File: src/rtl/vscale_mp_hasti_sram_pkg.sv
// Shared encodings for the multi-port HASTI SRAM: transfer/response codes,
// per-port state encoding, write-broadcast payload and byte-mask helpers.
package vscale_mp_hasti_sram_pkg;

  localparam logic [1:0] HASTI_TRANS_NONSEQ = 2'b10;

  localparam logic HASTI_RESP_OKAY  = 1'b0;
  localparam logic HASTI_RESP_ERROR = 1'b1;

  localparam logic [2:0] HASTI_SIZE_BYTE = 3'd0;
  localparam logic [2:0] HASTI_SIZE_HALF = 3'd1;

  localparam logic [1:0] ST_IDLE = 2'd0;
  localparam logic [1:0] ST_DATA = 2'd1;
  localparam logic [1:0] ST_ERR1 = 2'd2;
  localparam logic [1:0] ST_ERR2 = 2'd3;

  // p0 write data phase as seen by every port for bypass
  typedef struct packed {
    logic        commit;
    logic [3:0]  mask;
    logic [31:0] data;
  } wr_bcast_t;

  function automatic logic [3:0] byte_mask(input logic [2:0] hsize, input logic [1:0] off);
    logic [3:0] base;
    case (hsize)
      HASTI_SIZE_BYTE: base = 4'h1;
      HASTI_SIZE_HALF: base = 4'h3;
      default:         base = 4'hF;
    endcase
    return 4'(base << off);
  endfunction

  function automatic logic [31:0] expand_mask(input logic [3:0] m);
    logic [31:0] bits;
    bits = '0;
    for (int b = 0; b < 4; b++) bits[8*b +: 8] = {8{m[b]}};
    return bits;
  endfunction

endpackage

File: src/rtl/vscale_mp_hasti_sram_if.sv
// HASTI bus bundle for the multi-port SRAM: one read/write port (p0) and
// NUM_RD read-only ports (pr) packed 32/2/1 bits per port.
interface vscale_mp_hasti_sram_if #(
  parameter int unsigned NUM_RD = 2
);
  logic [31:0]          p0_haddr;
  logic                 p0_hwrite;
  logic [2:0]           p0_hsize;
  logic [2:0]           p0_hburst;
  logic                 p0_hmastlock;
  logic [3:0]           p0_hprot;
  logic [1:0]           p0_htrans;
  logic [31:0]          p0_hwdata;
  logic [31:0]          p0_hrdata;
  logic                 p0_hready;
  logic                 p0_hresp;

  logic [NUM_RD*32-1:0] pr_haddr;
  logic [NUM_RD*2-1:0]  pr_htrans;
  logic [NUM_RD-1:0]    pr_hwrite;
  logic [NUM_RD*32-1:0] pr_hrdata;
  logic [NUM_RD-1:0]    pr_hready;
  logic [NUM_RD-1:0]    pr_hresp;

  modport master (
    output p0_haddr, p0_hwrite, p0_hsize, p0_hburst, p0_hmastlock, p0_hprot,
           p0_htrans, p0_hwdata, pr_haddr, pr_htrans, pr_hwrite,
    input  p0_hrdata, p0_hready, p0_hresp, pr_hrdata, pr_hready, pr_hresp
  );

  modport slave (
    input  p0_haddr, p0_hwrite, p0_hsize, p0_hburst, p0_hmastlock, p0_hprot,
           p0_htrans, p0_hwdata, pr_haddr, pr_htrans, pr_hwrite,
    output p0_hrdata, p0_hready, p0_hresp, pr_hrdata, pr_hready, pr_hresp
  );
endinterface

File: src/rtl/vscale_mp_hasti_sram_rport.sv
// One HASTI port: transfer FSM with two-cycle error response, range check,
// array read request and the byte-masked bypass merge of a same-cycle write.
module vscale_mp_hasti_sram_rport
  import vscale_mp_hasti_sram_pkg::*;
#(
  parameter int unsigned NWORDS   = 32,
  parameter int unsigned IDX_W    = 5,
  parameter bit          ALLOW_WR = 1'b0
) (
  input  logic             hclk,
  input  logic             hresetn,
  input  logic [29:0]      waddr,
  input  logic [1:0]       htrans,
  input  logic             hwrite,
  input  logic [IDX_W-1:0] wr_idx,
  input  wr_bcast_t        wr_bus,
  input  logic [31:0]      array_q,
  output logic             accept_c,
  output logic             rd_en_c,
  output logic [IDX_W-1:0] rd_idx_c,
  output logic [31:0]      hrdata,
  output logic             hready,
  output logic             hresp
);

  logic [1:0]  state_q, state_nxt;
  logic        rd_q, rd_nxt;
  logic        hready_nxt, hresp_nxt;
  logic [3:0]  byp_mask_q;
  logic [31:0] byp_data_q;
  logic [31:0] hold_q;
  logic [31:0] byp_bits_c;
  logic [31:0] merged_c;
  logic        in_range_c;
  logic        bad_c;
  logic        data_rd_c;

  assign in_range_c = (waddr < 30'(NWORDS));
  assign bad_c      = !in_range_c || (hwrite && !ALLOW_WR);
  assign rd_idx_c   = waddr[IDX_W-1:0];

  // Next state; ERR1 swallows the offered address phase
  always_comb begin
    state_nxt  = ST_IDLE;
    rd_nxt     = 1'b0;
    accept_c   = 1'b0;
    rd_en_c    = 1'b0;
    if (state_q == ST_ERR1) begin
      state_nxt = ST_ERR2;
    end else if (htrans == HASTI_TRANS_NONSEQ) begin
      if (bad_c) begin
        state_nxt = ST_ERR1;
      end else begin
        state_nxt = ST_DATA;
        accept_c  = 1'b1;
        rd_nxt    = !hwrite;
        rd_en_c   = !hwrite;
      end
    end
    hready_nxt = (state_nxt != ST_ERR1);
    hresp_nxt  = ((state_nxt == ST_ERR1) || (state_nxt == ST_ERR2)) ? HASTI_RESP_ERROR
                                                                     : HASTI_RESP_OKAY;
  end

  always_ff @(posedge hclk or negedge hresetn) begin
    if (!hresetn) begin
      state_q    <= ST_IDLE;
      rd_q       <= 1'b0;
      hready     <= 1'b1;
      hresp      <= HASTI_RESP_OKAY;
      byp_mask_q <= 4'h0;
      byp_data_q <= '0;
      hold_q     <= '0;
    end else begin
      state_q <= state_nxt;
      rd_q    <= rd_nxt;
      hready  <= hready_nxt;
      hresp   <= hresp_nxt;
      if (rd_en_c) begin
        byp_mask_q <= (wr_bus.commit && (wr_idx == rd_idx_c)) ? wr_bus.mask : 4'h0;
        byp_data_q <= wr_bus.data;
      end
      if (data_rd_c) hold_q <= merged_c;
    end
  end

  // Array word overlaid with the lanes written while the read was in flight
  assign data_rd_c  = (state_q == ST_DATA) && rd_q;
  assign byp_bits_c = expand_mask(byp_mask_q);
  assign merged_c   = (array_q & ~byp_bits_c) | (byp_data_q & byp_bits_c);
  assign hrdata     = data_rd_c ? merged_c : hold_q;

endmodule

File: src/rtl/vscale_mp_hasti_sram.sv
// Multi-port HASTI SRAM: synchronous-read array, p0 byte-masked write pipeline
// and a write broadcast that lets every port bypass a same-cycle commit.
module vscale_mp_hasti_sram
  import vscale_mp_hasti_sram_pkg::*;
#(
  parameter int unsigned NWORDS = 32,
  parameter int unsigned NUM_RD = 2
) (
  input  logic                     hclk,
  input  logic                     hresetn,
  vscale_mp_hasti_sram_if.slave    bus
);

  localparam int unsigned IDX_W = $clog2(NWORDS);
  localparam int unsigned NPORT = NUM_RD + 1;

  logic [31:0]      mem [NWORDS];

  logic [29:0]      port_waddr  [NPORT];
  logic [1:0]       port_htrans [NPORT];
  logic             port_hwrite [NPORT];
  logic             accept_c    [NPORT];
  logic             rd_en_c     [NPORT];
  logic [IDX_W-1:0] rd_idx_c    [NPORT];
  logic [31:0]      array_q     [NPORT];
  logic [31:0]      port_hrdata [NPORT];
  logic             port_hready [NPORT];
  logic             port_hresp  [NPORT];

  logic [NUM_RD*32-1:0] pr_hrdata_c;
  logic [NUM_RD-1:0]    pr_hready_c;
  logic [NUM_RD-1:0]    pr_hresp_c;
  logic [NUM_RD*2-1:0]  unused_pr_lsb;
  logic                 unused_ok;

  logic             wr_pend_q;
  logic [IDX_W-1:0] wr_idx_q;
  logic [3:0]       wr_mask_q;
  logic [31:0]      wr_bits_c;
  wr_bcast_t        wr_bus_c;

  assign port_waddr[0]  = bus.p0_haddr[31:2];
  assign port_htrans[0] = bus.p0_htrans;
  assign port_hwrite[0] = bus.p0_hwrite;

  for (genvar k = 0; k < NUM_RD; k++) begin : g_pr_map
    assign port_waddr[k+1]          = bus.pr_haddr[32*k+2 +: 30];
    assign port_htrans[k+1]         = bus.pr_htrans[2*k +: 2];
    assign port_hwrite[k+1]         = bus.pr_hwrite[k];
    assign unused_pr_lsb[2*k +: 2]  = bus.pr_haddr[32*k +: 2];
    assign pr_hrdata_c[32*k +: 32]  = port_hrdata[k+1];
    assign pr_hready_c[k]           = port_hready[k+1];
    assign pr_hresp_c[k]            = port_hresp[k+1];
  end

  assign bus.p0_hrdata = port_hrdata[0];
  assign bus.p0_hready = port_hready[0];
  assign bus.p0_hresp  = port_hresp[0];
  assign bus.pr_hrdata = pr_hrdata_c;
  assign bus.pr_hready = pr_hready_c;
  assign bus.pr_hresp  = pr_hresp_c;

  assign unused_ok = ^{bus.p0_hburst, bus.p0_hmastlock, bus.p0_hprot, unused_pr_lsb};

  always_comb begin
    wr_bus_c        = '0;
    wr_bus_c.commit = wr_pend_q;
    wr_bus_c.mask   = wr_mask_q;
    wr_bus_c.data   = bus.p0_hwdata;
  end

  for (genvar g = 0; g < NPORT; g++) begin : g_port
    vscale_mp_hasti_sram_rport #(
      .NWORDS   (NWORDS),
      .IDX_W    (IDX_W),
      .ALLOW_WR (g == 0)
    ) u_port (
      .hclk     (hclk),
      .hresetn  (hresetn),
      .waddr    (port_waddr[g]),
      .htrans   (port_htrans[g]),
      .hwrite   (port_hwrite[g]),
      .wr_idx   (wr_idx_q),
      .wr_bus   (wr_bus_c),
      .array_q  (array_q[g]),
      .accept_c (accept_c[g]),
      .rd_en_c  (rd_en_c[g]),
      .rd_idx_c (rd_idx_c[g]),
      .hrdata   (port_hrdata[g]),
      .hready   (port_hready[g]),
      .hresp    (port_hresp[g])
    );
  end

  // p0 write address phase: capture target word and lane mask for the data phase
  always_ff @(posedge hclk or negedge hresetn) begin
    if (!hresetn) begin
      wr_pend_q <= 1'b0;
      wr_idx_q  <= '0;
      wr_mask_q <= 4'h0;
    end else begin
      wr_pend_q <= accept_c[0] && bus.p0_hwrite;
      if (accept_c[0] && bus.p0_hwrite) begin
        wr_idx_q  <= bus.p0_haddr[IDX_W+1:2];
        wr_mask_q <= byte_mask(bus.p0_hsize, bus.p0_haddr[1:0]);
      end
    end
  end

  assign wr_bits_c = expand_mask(wr_mask_q);

  always_ff @(posedge hclk) begin
    if (wr_pend_q) mem[wr_idx_q] <= (mem[wr_idx_q] & ~wr_bits_c) | (bus.p0_hwdata & wr_bits_c);
  end

  // One synchronous read port per HASTI port
  always_ff @(posedge hclk) begin
    for (int p = 0; p < NPORT; p++) begin
      if (rd_en_c[p]) array_q[p] <= mem[rd_idx_c[p]];
    end
  end

endmodule

File: src/flat_wrapper.sv
// flat-port wrapper written by rule: the top's interface ports become plain ports
module vscale_mp_hasti_sram_flat import vscale_mp_hasti_sram_pkg::*;
#(
  parameter int unsigned NWORDS = 32,
  parameter int unsigned NUM_RD = 2
)
  (hclk, hresetn, bus_p0_haddr, bus_p0_hwrite, bus_p0_hsize, bus_p0_hburst, bus_p0_hmastlock, bus_p0_hprot, bus_p0_htrans, bus_p0_hwdata, bus_pr_haddr, bus_pr_htrans, bus_pr_hwrite, bus_p0_hrdata, bus_p0_hready, bus_p0_hresp, bus_pr_hrdata, bus_pr_hready, bus_pr_hresp);
  vscale_mp_hasti_sram_if #(.NUM_RD(NUM_RD)) bus_i ();
  input  logic hclk;
  input  logic hresetn;
  input wire logic [$bits(bus_i.p0_haddr)-1:0] bus_p0_haddr;
  input wire logic [$bits(bus_i.p0_hwrite)-1:0] bus_p0_hwrite;
  input wire logic [$bits(bus_i.p0_hsize)-1:0] bus_p0_hsize;
  input wire logic [$bits(bus_i.p0_hburst)-1:0] bus_p0_hburst;
  input wire logic [$bits(bus_i.p0_hmastlock)-1:0] bus_p0_hmastlock;
  input wire logic [$bits(bus_i.p0_hprot)-1:0] bus_p0_hprot;
  input wire logic [$bits(bus_i.p0_htrans)-1:0] bus_p0_htrans;
  input wire logic [$bits(bus_i.p0_hwdata)-1:0] bus_p0_hwdata;
  input wire logic [$bits(bus_i.pr_haddr)-1:0] bus_pr_haddr;
  input wire logic [$bits(bus_i.pr_htrans)-1:0] bus_pr_htrans;
  input wire logic [$bits(bus_i.pr_hwrite)-1:0] bus_pr_hwrite;
  output wire logic [$bits(bus_i.p0_hrdata)-1:0] bus_p0_hrdata;
  output wire logic [$bits(bus_i.p0_hready)-1:0] bus_p0_hready;
  output wire logic [$bits(bus_i.p0_hresp)-1:0] bus_p0_hresp;
  output wire logic [$bits(bus_i.pr_hrdata)-1:0] bus_pr_hrdata;
  output wire logic [$bits(bus_i.pr_hready)-1:0] bus_pr_hready;
  output wire logic [$bits(bus_i.pr_hresp)-1:0] bus_pr_hresp;
  assign bus_i.p0_haddr = bus_p0_haddr;
  assign bus_i.p0_hwrite = bus_p0_hwrite;
  assign bus_i.p0_hsize = bus_p0_hsize;
  assign bus_i.p0_hburst = bus_p0_hburst;
  assign bus_i.p0_hmastlock = bus_p0_hmastlock;
  assign bus_i.p0_hprot = bus_p0_hprot;
  assign bus_i.p0_htrans = bus_p0_htrans;
  assign bus_i.p0_hwdata = bus_p0_hwdata;
  assign bus_i.pr_haddr = bus_pr_haddr;
  assign bus_i.pr_htrans = bus_pr_htrans;
  assign bus_i.pr_hwrite = bus_pr_hwrite;
  assign bus_p0_hrdata = bus_i.p0_hrdata;
  assign bus_p0_hready = bus_i.p0_hready;
  assign bus_p0_hresp = bus_i.p0_hresp;
  assign bus_pr_hrdata = bus_i.pr_hrdata;
  assign bus_pr_hready = bus_i.pr_hready;
  assign bus_pr_hresp = bus_i.pr_hresp;
  vscale_mp_hasti_sram #(.NWORDS(NWORDS), .NUM_RD(NUM_RD)) u_core (.hclk(hclk), .hresetn(hresetn), .bus(bus_i));
endmodule
File: config.mk
export PLATFORM = sky130hd
export DESIGN_NAME = vscale_mp_hasti_sram_flat
export DESIGN_NICKNAME = d
export VERILOG_FILES = /design/src/rtl/vscale_mp_hasti_sram_pkg.sv /design/src/rtl/vscale_mp_hasti_sram_if.sv /design/src/rtl/vscale_mp_hasti_sram_rport.sv /design/src/rtl/vscale_mp_hasti_sram.sv /design/src/flat_wrapper.sv
export SDC_FILE = /design/constraint.sdc
export NUM_CORES = 2
export LEC_CHECK = 0
export ABC_AREA = 1
export ABC_CLOCK_PERIOD_IN_PS = 5950
export CAP_MARGIN = 20
export CORE_ASPECT_RATIO = 0.9
export CORE_MARGIN = 1
export CORE_UTILIZATION = 26
export CTS_BUF_LIST = sky130_fd_sc_hd__clkbuf_8
export DETAILED_ROUTE_END_ITERATION = 8
export DONT_BUFFER_PORTS = 1
export MAX_ROUTING_LAYER = met4
export PLACE_DENSITY = 0.45
export SYNTH_ARGS = -nofsm -noshare
export SYNTH_HDL_FRONTEND = slang
export SYNTH_SLANG_ARGS = --single-unit
File: constraint.sdc
create_clock -name hclk -period 5.95 [get_ports hclk]
set_input_delay 1.785 -clock hclk [delete_from_list [all_inputs] [get_ports hclk]]
set_output_delay 1.785 -clock hclk [all_outputs]
set_load 0.01 [all_outputs]
==> impl_metrics.py <==
metrics = {
    "pwr": {
        "sw_frac_of_total_pct": 28.7,
        "p_leak_nw": 42.0,
        "switchingPower_mw": 6.22,
        "power_frac_clock_pct": 42.3,
        "finalPower_mw": 21.7,
        "combPwrFrac_pct": 10.7,
        "peakVddDrop_mv": 0.125,
        "p_int_mw": 15.5,
        "seqPwrFrac_pct": 47.1,
        "powerDensity_nw_per_um2": 230,
    },
    "sta": {
        "finalCriticalPeriod_ns": 4.78,
        "slew_headroom_pct": -40.0,
        "fmax_mhz": 209,
        "worstMarginPinSlew_ns": 2.10,
        "hold_ws_ns": 0.469,
        "fin_setup_tns_ns": 0,
        "setup_viol": 0,
        "post-route-period-util_pct": 80.3,
        "slew_viol_final": 354,
        "rsz0062_at_grt": "false",
        "finalHoldViolations": 0,
        "clock_skew_ns": 0.0482,
    },
    "routing": {
        "drt_pass1_iterations": 9,
        "wirelength_um": 444000,
        "num_vias": 88100,
        "drt_iter0_drc": 13000,
        "wire_per_inst_um": 26.9,
        "ant_nets": 0,
        "drc": 0,
        "vias_per_cell": 5.33,
    },
    "hold_path": {
        "hp-class": "flop to flop",
        "whs_path_depth": 2,
        "hold_end": "u_core.g_port[1].u_port.byp_data_q[25]",
        "hold_path_startpoint": "u_core.g_port[1].u_port.byp_data_q[25]",
    },
    "global_route": {
        "grt_start_max_net_pins": 518,
        "grt_overflow": 0,
        "grt_pass1_vias": 79800,
        "antenna_found_initial": 26,
        "grt.total_usage_pct": 26.6,
        "grt_pass1_wl_um": 617000,
    },
    "placed_design": {
        "io_buffers": 0,
        "place_hpwl_um": 237000,
        "place.gp.congestion": 0.867,
    },
    "floorplanning": {
        "initial_core_util_pct": 26.1,
        "die_w_um": 606,
        "die_y_um": 545,
        "die_area_um2": 330000,
        "design.core.area_um2": 326000,
        "pin_count": 252,
        "rows": 199,
    },
    "clock_tree": {
        "clkSlewWorstSetupHoldPaths_ns": 0.06,
        "clock_sinks": 1349,
        "htree_levels": 5,
        "cts-root-buf": "clkbuf_8",
        "tritoncts": "done",
        "cts_setup_buffers": 0,
        "numCtsBuffers": 269,
        "worstSkewPairLatency_ns": 1.02,
        "clk_path_buf_depth": 4,
        "cts_hold_buffers": 0,
        "ctsResizeCount": 0,
    },
    "synth": {
        "ys_seq_elements": 1349,
        "synth_top_area_cell": "edfxtp_1",
        "synth_nets": 12600,
        "synthCells": 12500,
        "async_flop_share_pct": 17.0,
        "yosysTopAreaCellShare_pct": 39.4,
        "synth_area_um2": 85300,
        "synth_cell_types": 27,
        "seq_area_frac_synth_pct": 46.1,
        "yosys-top-cells-area": "edfxtp_1 (39%), nand2_1 (29%), nand3_1 (15%)",
        "yosys_warnings": 0,
        "synth_edf_count": 1120,
        "ys.flop_type": "edfxtp_1",
        "synth_area_per_cell_um2": 6.84,
    },
    "critical_path": {
        "cp_data_required_time_ns": 4.16,
        "reg2reg_from": "u_core.wr_idx_q[1]",
        "critical_path_class": "flop to output pin",
        "reg2reg_depth": 5,
        "crit_path_max_fanout": 42,
        "r2r_end": "u_core.mem[22][25]",
        "worstSetupStartpointType": "flop",
        "r2r_slack_ns": 1.56,
        "crit_path_end_kind": "output pin",
        "cp.arrival_ns": 2.99,
    },
    "flow_run": {
        "maxCapViolCount": 0,
    },
    "run_status": {
        "status": "complete, but fails checks",
        "failed_checks": "max-slew violations",
    },
    "finish": {
        "layout-drive-gt1-share_pct": 5.08,
        "area_growth_pct": 10.8,
        "fin_nets": 12200,
    },
}
per-stage QoR:
step | instance area (µm²) | setup slack [ns] | std cells | utilization [%]
after floorplan | 85300 | 2.39 | 12500 | -
after global placement | 89500 | 1.32 | 16100 | 27.4
after detailed placement | 89600 | 1.42 | 16100 | 27.4
after CTS | 94300 | 1.08 | 16500 | 28.9
after global routing | 94500 | 0.980 | 16500 | 29.0
final | 94600 | 1.17 | 16500 | 29.0
registers in the layout, indices dropped and copies added, names as in the netlist:
name                             cells
u_core.g_port.u_port.hold_q         96
u_core.g_port.u_port.byp_data_q     96
u_core.g_port.u_port.hready          3
u_core.mem                        1024
u_core.array_q                      96
u_core.g_port.u_port.state_q         6
u_core.wr_pend_q                     1
u_core.g_port.u_port.hresp           3
u_core.g_port.u_port.rd_q            3
u_core.wr_idx_q                      5
u_core.g_port.u_port.byp_mask_q     12
u_core.wr_mask_q                     4
cell type report:
| type | instances | area [µm²] |
|---|---|---|
| fillers | 35600 | 232000 |
| multi-input cells | 9945 | 41500 |
| flip-flops and latches | 1349 | 39400 |
| well taps | 4321 | 5410 |
| clock buffers | 289 | 3980 |
| repair buffers | 207 | 2400 |
| inverters | 245 | 1010 |
| clock inverters | 165 | 805 |
| diodes | 12 | 30.0 |
power by group through the flow:
stage	logic, mW	registers (mW)	clock network, mW
finish	2.31	10.2	9.18
global route	2.47	10.2	9.64
CTS	2.20	10.2	9.31
detailed placement	2.19	10.4	0
global placement	2.18	10.4	0
floorplan	1.68	10.4	0
cells in the final DEF, fill, tap and decap left out, drive strengths merged:
cell type / instances
or2: 2
o21a: 3
o22ai: 6
inv: 327
clkbuf: 289
xor2: 2
a21oi: 296
clkinv: 72
nand4: 2
o211ai: 2
and2: 2
nor3: 9
bufinv: 4
buf: 207
nand3: 2478
nand2: 6624
diode: 12
o21ai: 246
edfxtp: 1120
dfrtp: 226
dfstp: 3
clkinvlp: 7
nor2: 273
logic make-up (layout without fill, tap and decap cells):
logic type	count (synthesis)	count (layout)	synth area share, %
AND/OR/NAND/NOR	9390	9390	45.0
AO/OA/AOI/OAI	553	553	3.27
XOR/XNOR	2	2	0.0205
other	0	12	0
flip-flops	1349	1349	46.1
buffers and inverters	1174	906	5.55
Yosys cell counts, types with 3 or more instances:
| cell type | n |
|---|---|
| clkbuf_1 | 562 |
| nand2_1 | 6622 |
| o22ai_1 | 6 |
| nor3_2 | 7 |
| o21ai_1 | 136 |
| inv_1 | 217 |
| o21a_1 | 3 |
| buf_1 | 123 |
| nor2_1 | 272 |
| a21oi_1 | 296 |
| o21ai_0 | 110 |
| inv_2 | 27 |
| nand3_1 | 2478 |
| dfrtp_1 | 226 |
| dfstp_2 | 3 |
| edfxtp_1 | 1120 |
| buf_4 | 8 |
| buf_2 | 236 |
per-layer routing:
layer  GRT usage, %  vias up  wire (µm)
met5              -        -          0
li1               -    39800          -
met2           39.3     5645     192000
met4           10.3        0      18200
met3           6.46     1059      52700
met1           34.8    41600     182000
worst max path at each step:
stage                                                  start                     to  slack [ns]  depth (start not counted)
after floorplan                             bus_pr_haddr[28]  u_core.array_q[0][32]        2.39                          9
after global placement                       bus_pr_haddr[2]  u_core.array_q[0][63]        1.32                          9
after detailed placement                     bus_pr_haddr[2]  u_core.array_q[0][62]        1.42                          8
after CTS                 u_core.g_port[2].u_port.state_q[1]      bus_pr_hrdata[47]        1.08                          4
after global routing      u_core.g_port[2].u_port.state_q[1]      bus_pr_hrdata[47]        0.98                          4
final                     u_core.g_port[2].u_port.state_q[1]      bus_pr_hrdata[47]        1.17                          4
worst max-delay path, cell delays in order (launching register included):
cell     delay, ns
dfrtp_1       0.42
nor2_4        0.74
buf_4         0.39
nor2_1        0.07
a21oi_1       0.38
Power figures use the tool's default switching activity.
